--- src/rtl/rf_dump_streamer.sv ---
// Sweeps the debug register-file read port and streams a framed dump:
// 0xA5 header, {addr, data[31:24..7:0]} per register, then an XOR checksum byte.
module rf_dump_streamer #(
  parameter int NUM_REGS = 32,
  parameter int ADDR_W   = 5,
  parameter int DATA_W   = 32
) (
  input  logic              clock_i,
  input  logic              reset_i,
  input  logic              start_i,
  output logic [ADDR_W-1:0] rf_ra_o,
  input  logic [DATA_W-1:0] rf_rd_i,
  output logic [7:0]        tx_data_o,
  output logic              tx_valid_o,
  input  logic              tx_ready_i,
  output logic              busy_o,
  output logic              done_o
);

  typedef enum logic [2:0] {
    S_IDLE,
    S_HDR,
    S_LOAD,
    S_SEND,
    S_CSUM
  } state_e;

  localparam logic [ADDR_W-1:0] LAST_K = ADDR_W'(NUM_REGS - 1);

  state_e            state_q, state_d;
  logic [ADDR_W-1:0] k_q, k_d;
  logic [2:0]        idx_q, idx_d;
  logic [DATA_W-1:0] shift_q, shift_d;
  logic [7:0]        csum_q, csum_d;
  logic [7:0]        tx_data_q, tx_data_d;
  logic              tx_valid_q, tx_valid_d;
  logic              busy_q, busy_d;
  logic              done_q, done_d;
  logic              xfer;

  assign xfer = tx_valid_q & tx_ready_i;

  always_comb begin
    state_d    = state_q;
    k_d        = k_q;
    idx_d      = idx_q;
    shift_d    = shift_q;
    csum_d     = csum_q;
    tx_data_d  = tx_data_q;
    tx_valid_d = tx_valid_q;
    done_d     = 1'b0;
    unique case (state_q)
      S_IDLE: begin
        if (start_i) begin
          state_d    = S_HDR;
          k_d        = '0;
          csum_d     = 8'h00;
          tx_data_d  = 8'hA5;
          tx_valid_d = 1'b1;
        end
      end
      S_HDR: begin
        if (xfer) begin
          state_d    = S_LOAD;
          tx_valid_d = 1'b0;
        end
      end
      S_LOAD: begin
        // rf_ra has held k for this whole cycle, so rf_rd is settled here.
        shift_d    = rf_rd_i;
        idx_d      = 3'd0;
        tx_data_d  = 8'(k_q);
        tx_valid_d = 1'b1;
        state_d    = S_SEND;
      end
      S_SEND: begin
        if (xfer) begin
          csum_d = csum_q ^ tx_data_q;
          idx_d  = idx_q + 3'd1;
          if (idx_q == 3'd4) begin
            if (k_q == LAST_K) begin
              state_d   = S_CSUM;
              tx_data_d = csum_q ^ tx_data_q;
            end else begin
              state_d    = S_LOAD;
              k_d        = k_q + 1'b1;
              tx_valid_d = 1'b0;
            end
          end else begin
            tx_data_d = shift_q[DATA_W-1 -: 8];
            shift_d   = shift_q << 8;
          end
        end
      end
      S_CSUM: begin
        if (xfer) begin
          state_d    = S_IDLE;
          k_d        = '0;
          tx_valid_d = 1'b0;
          done_d     = 1'b1;
        end
      end
      default: begin
        state_d    = S_IDLE;
        k_d        = '0;
        tx_valid_d = 1'b0;
      end
    endcase
    busy_d = (state_d != S_IDLE);
  end

  always_ff @(posedge clock_i) begin
    if (!reset_i) begin
      state_q    <= S_IDLE;
      k_q        <= '0;
      idx_q      <= 3'd0;
      shift_q    <= '0;
      csum_q     <= 8'h00;
      tx_data_q  <= 8'h00;
      tx_valid_q <= 1'b0;
      busy_q     <= 1'b0;
      done_q     <= 1'b0;
    end else begin
      state_q    <= state_d;
      k_q        <= k_d;
      idx_q      <= idx_d;
      shift_q    <= shift_d;
      csum_q     <= csum_d;
      tx_data_q  <= tx_data_d;
      tx_valid_q <= tx_valid_d;
      busy_q     <= busy_d;
      done_q     <= done_d;
    end
  end

  assign rf_ra_o    = k_q;
  assign tx_data_o  = tx_data_q;
  assign tx_valid_o = tx_valid_q;
  assign busy_o     = busy_q;
  assign done_o     = done_q;

endmodule

--- config.mk ---
export PLATFORM = sky130hd
export DESIGN_NAME = rf_dump_streamer
export DESIGN_NICKNAME = d
export VERILOG_FILES = /design/src/rtl/rf_dump_streamer.sv
export SDC_FILE = /design/constraint.sdc
export NUM_CORES = 1
export LEC_CHECK = 0
export CORE_UTILIZATION = 49
export CTS_CLUSTER_DIAMETER = 40
export DETAILED_ROUTE_END_ITERATION = 10
export PLACE_DENSITY_LB_ADDON = 0.15
export SYNTH_ARGS = -nofsm -noshare
export SYNTH_HDL_FRONTEND = slang
export SYNTH_SLANG_ARGS = --single-unit
--- constraint.sdc ---
create_clock -name clock_i -period 1.7 [get_ports clock_i]
set_input_delay 0.34 -clock clock_i [delete_from_list [all_inputs] [get_ports clock_i]]
set_output_delay 0.34 -clock clock_i [all_outputs]
set_load 0.02 [all_outputs]
Word-level counts from Yosys, hierarchy flattened --
Cells that the tools add are included.
Operators by class: add/sub/neg operators 2, bitwise logic cells 3, reductions and logical operators 14, multiplexer cells 33, eq/ne operators 14
Operator list (count):
- $mux 32 | 2
- $pmux 32 s2 | 1
- $mux 8 | 6
- $mux 5 | 5
- $pmux 8 s3 | 1
- $mux 3 | 7
- $pmux 5 s4 | 1
- $pmux 8 s2 | 1
- $pmux 3 s5 | 1
- $ne 2x2->1 const B | 6
- $xor 8x8->8 | 1
- $eq 3x2->1 const B | 2
- $eq 3x3->1 const B | 2
- $mux 1 | 6
- $pmux 3 s2 | 1
- $reduce_and 3->1 | 2
- $reduce_and 6->1 | 1
- $reduce_bool 3->1 | 2
- $add 5x1->5 const B | 1
- $eq 5x5->1 const B | 1
- $reduce_and 5->1 | 1
- $pmux 1 s4 | 1
- $reduce_and 2->1 | 2
- $reduce_and 4->1 | 1
- other kinds (9) | 11
Storage, ports and cells: output and inout port bits 16, input port bits 36, bits in registers 62, word-level logic and storage cells 75

Logic depth before layout (Yosys ltp) --
depth after elaboration 6, depth in mapped cells 8, depth with buffers taken out 7

Worst setup path after synthesis --
No wires, ideal clock.
path kind flip-flop to flip-flop, start reg k_q[0], in the netlist rf_ra_o[0], end reg busy_q, in the netlist busy_o, stages on the path, launching flop included 8, setup slack -282 ps, data arrival time 1855 ps, path through dfxtp_1 -> ha_1 -> and3_1 -> ha_1 -> and3b_1 -> o211ai_1 -> a31oi_1 -> or3_1
On the way: longest elaborated chain between the ends 6
RTL lines:
- start, declared | RTL line 31 | logic [ADDR_W-1:0] k_q, k_d;
- start signal, assigned | RTL line 125 | k_q <= k_d;
- $eq 5x5->1 | RTL line 81 | if (k_q == LAST_K) begin
- $mux 3 | RTL line 81
- $mux 3 | RTL line 80 | if (idx_q == 3'd4) begin
- $mux 3 | RTL line 77 | if (xfer) begin
- $pmux 3 s5 | RTL line 52 | unique case (state_q)
- $reduce_bool 3->1 | RTL line 109 | busy_d = (state_d != S_IDLE);
- end signal, assigned | RTL line 131 | busy_q <= busy_d;
- end, declared | RTL line 37 | logic busy_q, busy_d;
Every way passes these cells. A chain may end at the register's enable or synchronous reset.

Worst setup path after layout --
start reg k_q[1], in the netlist rf_ra_o[1], end reg k_q[3], in the netlist rf_ra_o[3]
On the way: longest elaborated chain between the ends 5
RTL lines:
- $add 5x1->5 | RTL line 86 | k_d = k_q + 1'b1;
- $mux 5 | RTL line 81
- $mux 5 | RTL line 80
- $mux 5 | RTL line 77
- $pmux 5 s4 | RTL line 52
Parallel ways exist; a longest one is shown, timed or not. The select of a mux whose other input is x is not followed.

==> metrics.cfg <==
[global_routing]
grt_overflow = 0
grtUsageTotal_pct = 25.3
grt_max_degree = 48
antenna_found_initial = 0
grt_pass1_wl_mm = 14.2
grt_pass1_vias = 2970

[worst_setup_path]
worstPathMaxFanout = 4
cp_common_cell = ha_4
cp_cell_sequence = ha_4 -> and3_4 -> buf_4 -> ha_4 -> nor4_4 -> nand2_1 -> a311oi_1
crit_type = flop to flop
end_kind = flop
reg2reg_slack_ns = -0.12
crit_path_start_kind = flop
crit_family = simple AND/OR/NAND/NOR gates
slowest_delay_ns = 0.39
arrival_ns = 2.06
reg2regPathDepth = 7
cp_num_cells = 7
crit_required_ns = 1.94
cp_slowest_cell = nor4_4
cp.buffers_inverters = 1

[route]
vias = 3082
drtIter0Drc = 117
vias_per_cell = 5.74
ant_nets = 0
routedWlPerCell_um = 15.6
drc = 6
dr.pass1.iters = 8
wirelength_mm = 8.37

[cts]
cts_made_buffers = 9
clock_latency_ns = 0.33
path_clk_slew_ns = 0.07
cts_max_path_buffers = 2
cts_tree = done
cts.sinks = 62
htreeDepth = 3
cts_root_buffer = clkbuf_8

[synth]
syn_area_per_cell_um2 = 8.72
synthSimpleGateAreaFrac_pct = 19.2
synth.largest_area_cell = dfxtp_1
ys_seq_elements = 62
synth-adder-area-share_pct = 1.88
synthXorXnorAreaFrac_pct = 2.11
async_reset_ff_share_pct = 0
ys_top_cells_by_area = dfxtp_1 (37%), a311oi_2 (9.0%), nand2_1 (8.9%)
synthCells = 381
syn-num-nets = 422
synth_warnings = 0
synth_top_family_by_area = compound AO/OA/AOI/OAI gates
syn_area_um2 = 3320
muxShareOfSynthArea_pct = 1.20
yosysTopAreaCellShare_pct = 37.3
synth_edf_count = 0
ys_seq_area_share_pct = 37.3
ys_types = 57
synth_compound_area_share_pct = 32.5
ys.flop_type = dfxtp_1

[power_and_ir_drop]
power.internal_mw = 2.38
clkPwrFrac_pct = 34.2
netSwitchingPower_mw = 0.969
power.density_nw_per_um2 = 753
switching_share_pct = 29.0
ir_worst_vdd_mv = 0.564
p_seq_share_pct = 46.9
leakage_nw = 1.59
totalPowerFinal_mw = 3.35
pwr-share-comb_pct = 18.9

[timing]
setup_viol = 11
max_freq_ghz = 0.550
hold_ws_ns = 0.473
hold_viol = 0
slew_violations = 0
setup_slack_ns = -0.119
fin_crit_ns = 1.82
rsz0062_at_grt = true
post-route-period-util_pct = 107
slew_headroom_pct = 71.2
worst_pin_slew_ns = 0.431
skew_ns = 0.00569

[place]
dpl.hpwl_mm = 5.70
place.gp.congestion = 0.826
portBuffers = 51
dp_slack_ns = -0.280

[floorplanning]
coreArea_um2 = 6460
rows = 29
io_pins = 52
die_w_um = 84.4
initial_utilization_pct = 51.5
dieArea_um2 = 7110
dieHeight_um = 84.4

[finish]
final_util_pct = 68.8
fin_nets = 496
n_antenna_cell = 0
fill_cells = 542
multiInputGateArea_um2 = 1980
regArea_um2 = 1250
area_growth_pct = 33.7
drive_gt1_share_pct = 27.4

[worst_hold_path]
hp-class = flop to flop
hold_depth = 2

[job]
cap_violations = 0

[outcome]
status = finished with violations
violations = DRC, setup timing

[worst paths after layout]
| path | start | endpoint |
|---|---|---|
| worst max-delay path | rf_ra_o[1] | rf_ra_o[3] |
| worst min-delay path | shift_q[5] | shift_q[13] |
| worst min register to register | shift_q[5] | shift_q[13] |
| worst max register to register | rf_ra_o[1] | rf_ra_o[3] |
[metrics by stage]
step           instances  TNS [ns]  area (µm²)
2_1_floorplan        381    -0.188        3360
3_3_place_gp         516     -8.18        4150
3_5_place_dp         516     -9.99        4150
4_1_cts              534    -0.787        4360
5_1_grt              537     -2.52        4440
6_report             537    -0.681        4440
[sequential cells by signal, indices dropped and copies added (netlist names), 3 cells and up]
signal	count
csum_q	8
rf_ra_o	5
tx_data_o	8
state_q	3
shift_q	32
idx_q	3
[repair_timing]
action,4_1_cts,5_1_grt
gates resized for setup,18,14
setup buffers,1,2
cloned,1,1
hold buffers,0,0
endpoints found under the setup margin,28,41
pin swaps,11,13
[power groups by stage]
stage | Combinational (mW) | Sequential, mW | Clock (mW)
after floorplan | 0.360 | 1.60 | 0
after global placement | 0.595 | 1.60 | 0
after detailed placement | 0.603 | 1.60 | 0
after CTS | 0.618 | 1.57 | 1.16
after global routing | 0.685 | 1.58 | 1.23
final | 0.633 | 1.57 | 1.14
[final cells by class]
class                      count  area share, %
multi-input combinational    285           44.6
sequential                    62           28.1
timing repair buffer          94           20.9
clock buffer                  10           3.10
tap                           77           2.17
clock inverter                 6          0.816
inverter                       3          0.253
[tightest hold or removal path, stage by stage (launching register included)]
cell and delay [ns]:
dfxtp_1 0.31, nand2_1 0.05, a311oi_1 0.07
[cell usage in the layout, fill, tap and decap left out, types with 3 or more instances in the layout]
cell type,count
a311oi_1,6
a311oi_2,20
nand3_1,5
mux2i_1,4
nand2_1,79
o21ai_0,19
clkinv_2,3
o21ai_1,4
clkdlybuf4s50_1,37
o211ai_1,6
xnor2_1,7
dlygate4sd2_1,14
ha_4,4
nor3_1,3
nor2_1,16
nand3b_1,8
buf_4,34
dfxtp_1,59
a31oi_1,5
a21oi_1,36
clkbuf_8,10
a21oi_2,21
buf_12,6
[kinds of logic (layout without fill, tap and decap cells)]
family / after synthesis / after routing
AND/OR/NAND/NOR: 133 / 133
multiplexers: 4 / 4
buffers and inverters: 34 / 113
AO/OA/AOI/OAI: 135 / 135
XOR/XNOR: 8 / 8
adder cells (fa/ha/maj): 5 / 5
flip-flops: 62 / 62
[metal layers]
metal  share of wire, %  track usage (%)  routed length [µm]
met2                 49             41.7                4110
met4                1.5             10.2                 129
met1                 45             32.3                3740
met3                4.7             5.51                 391
met5                  0                0                   0
[Yosys cell counts, types with 5 or more instances]
cell type	n
a21oi_1	37
a21oi_2	20
a311oi_1	6
a311oi_2	20
a31oi_1	5
buf_2	11
buf_4	5
clkbuf_1	10
dfxtp_1	62
ha_1	5
nand2_1	79
nand3_1	5
nand3b_1	8
nor2_1	16
o211ai_1	6
o21ai_0	23
xnor2_1	7
Note: power is estimated with default switching activity, not from simulation.
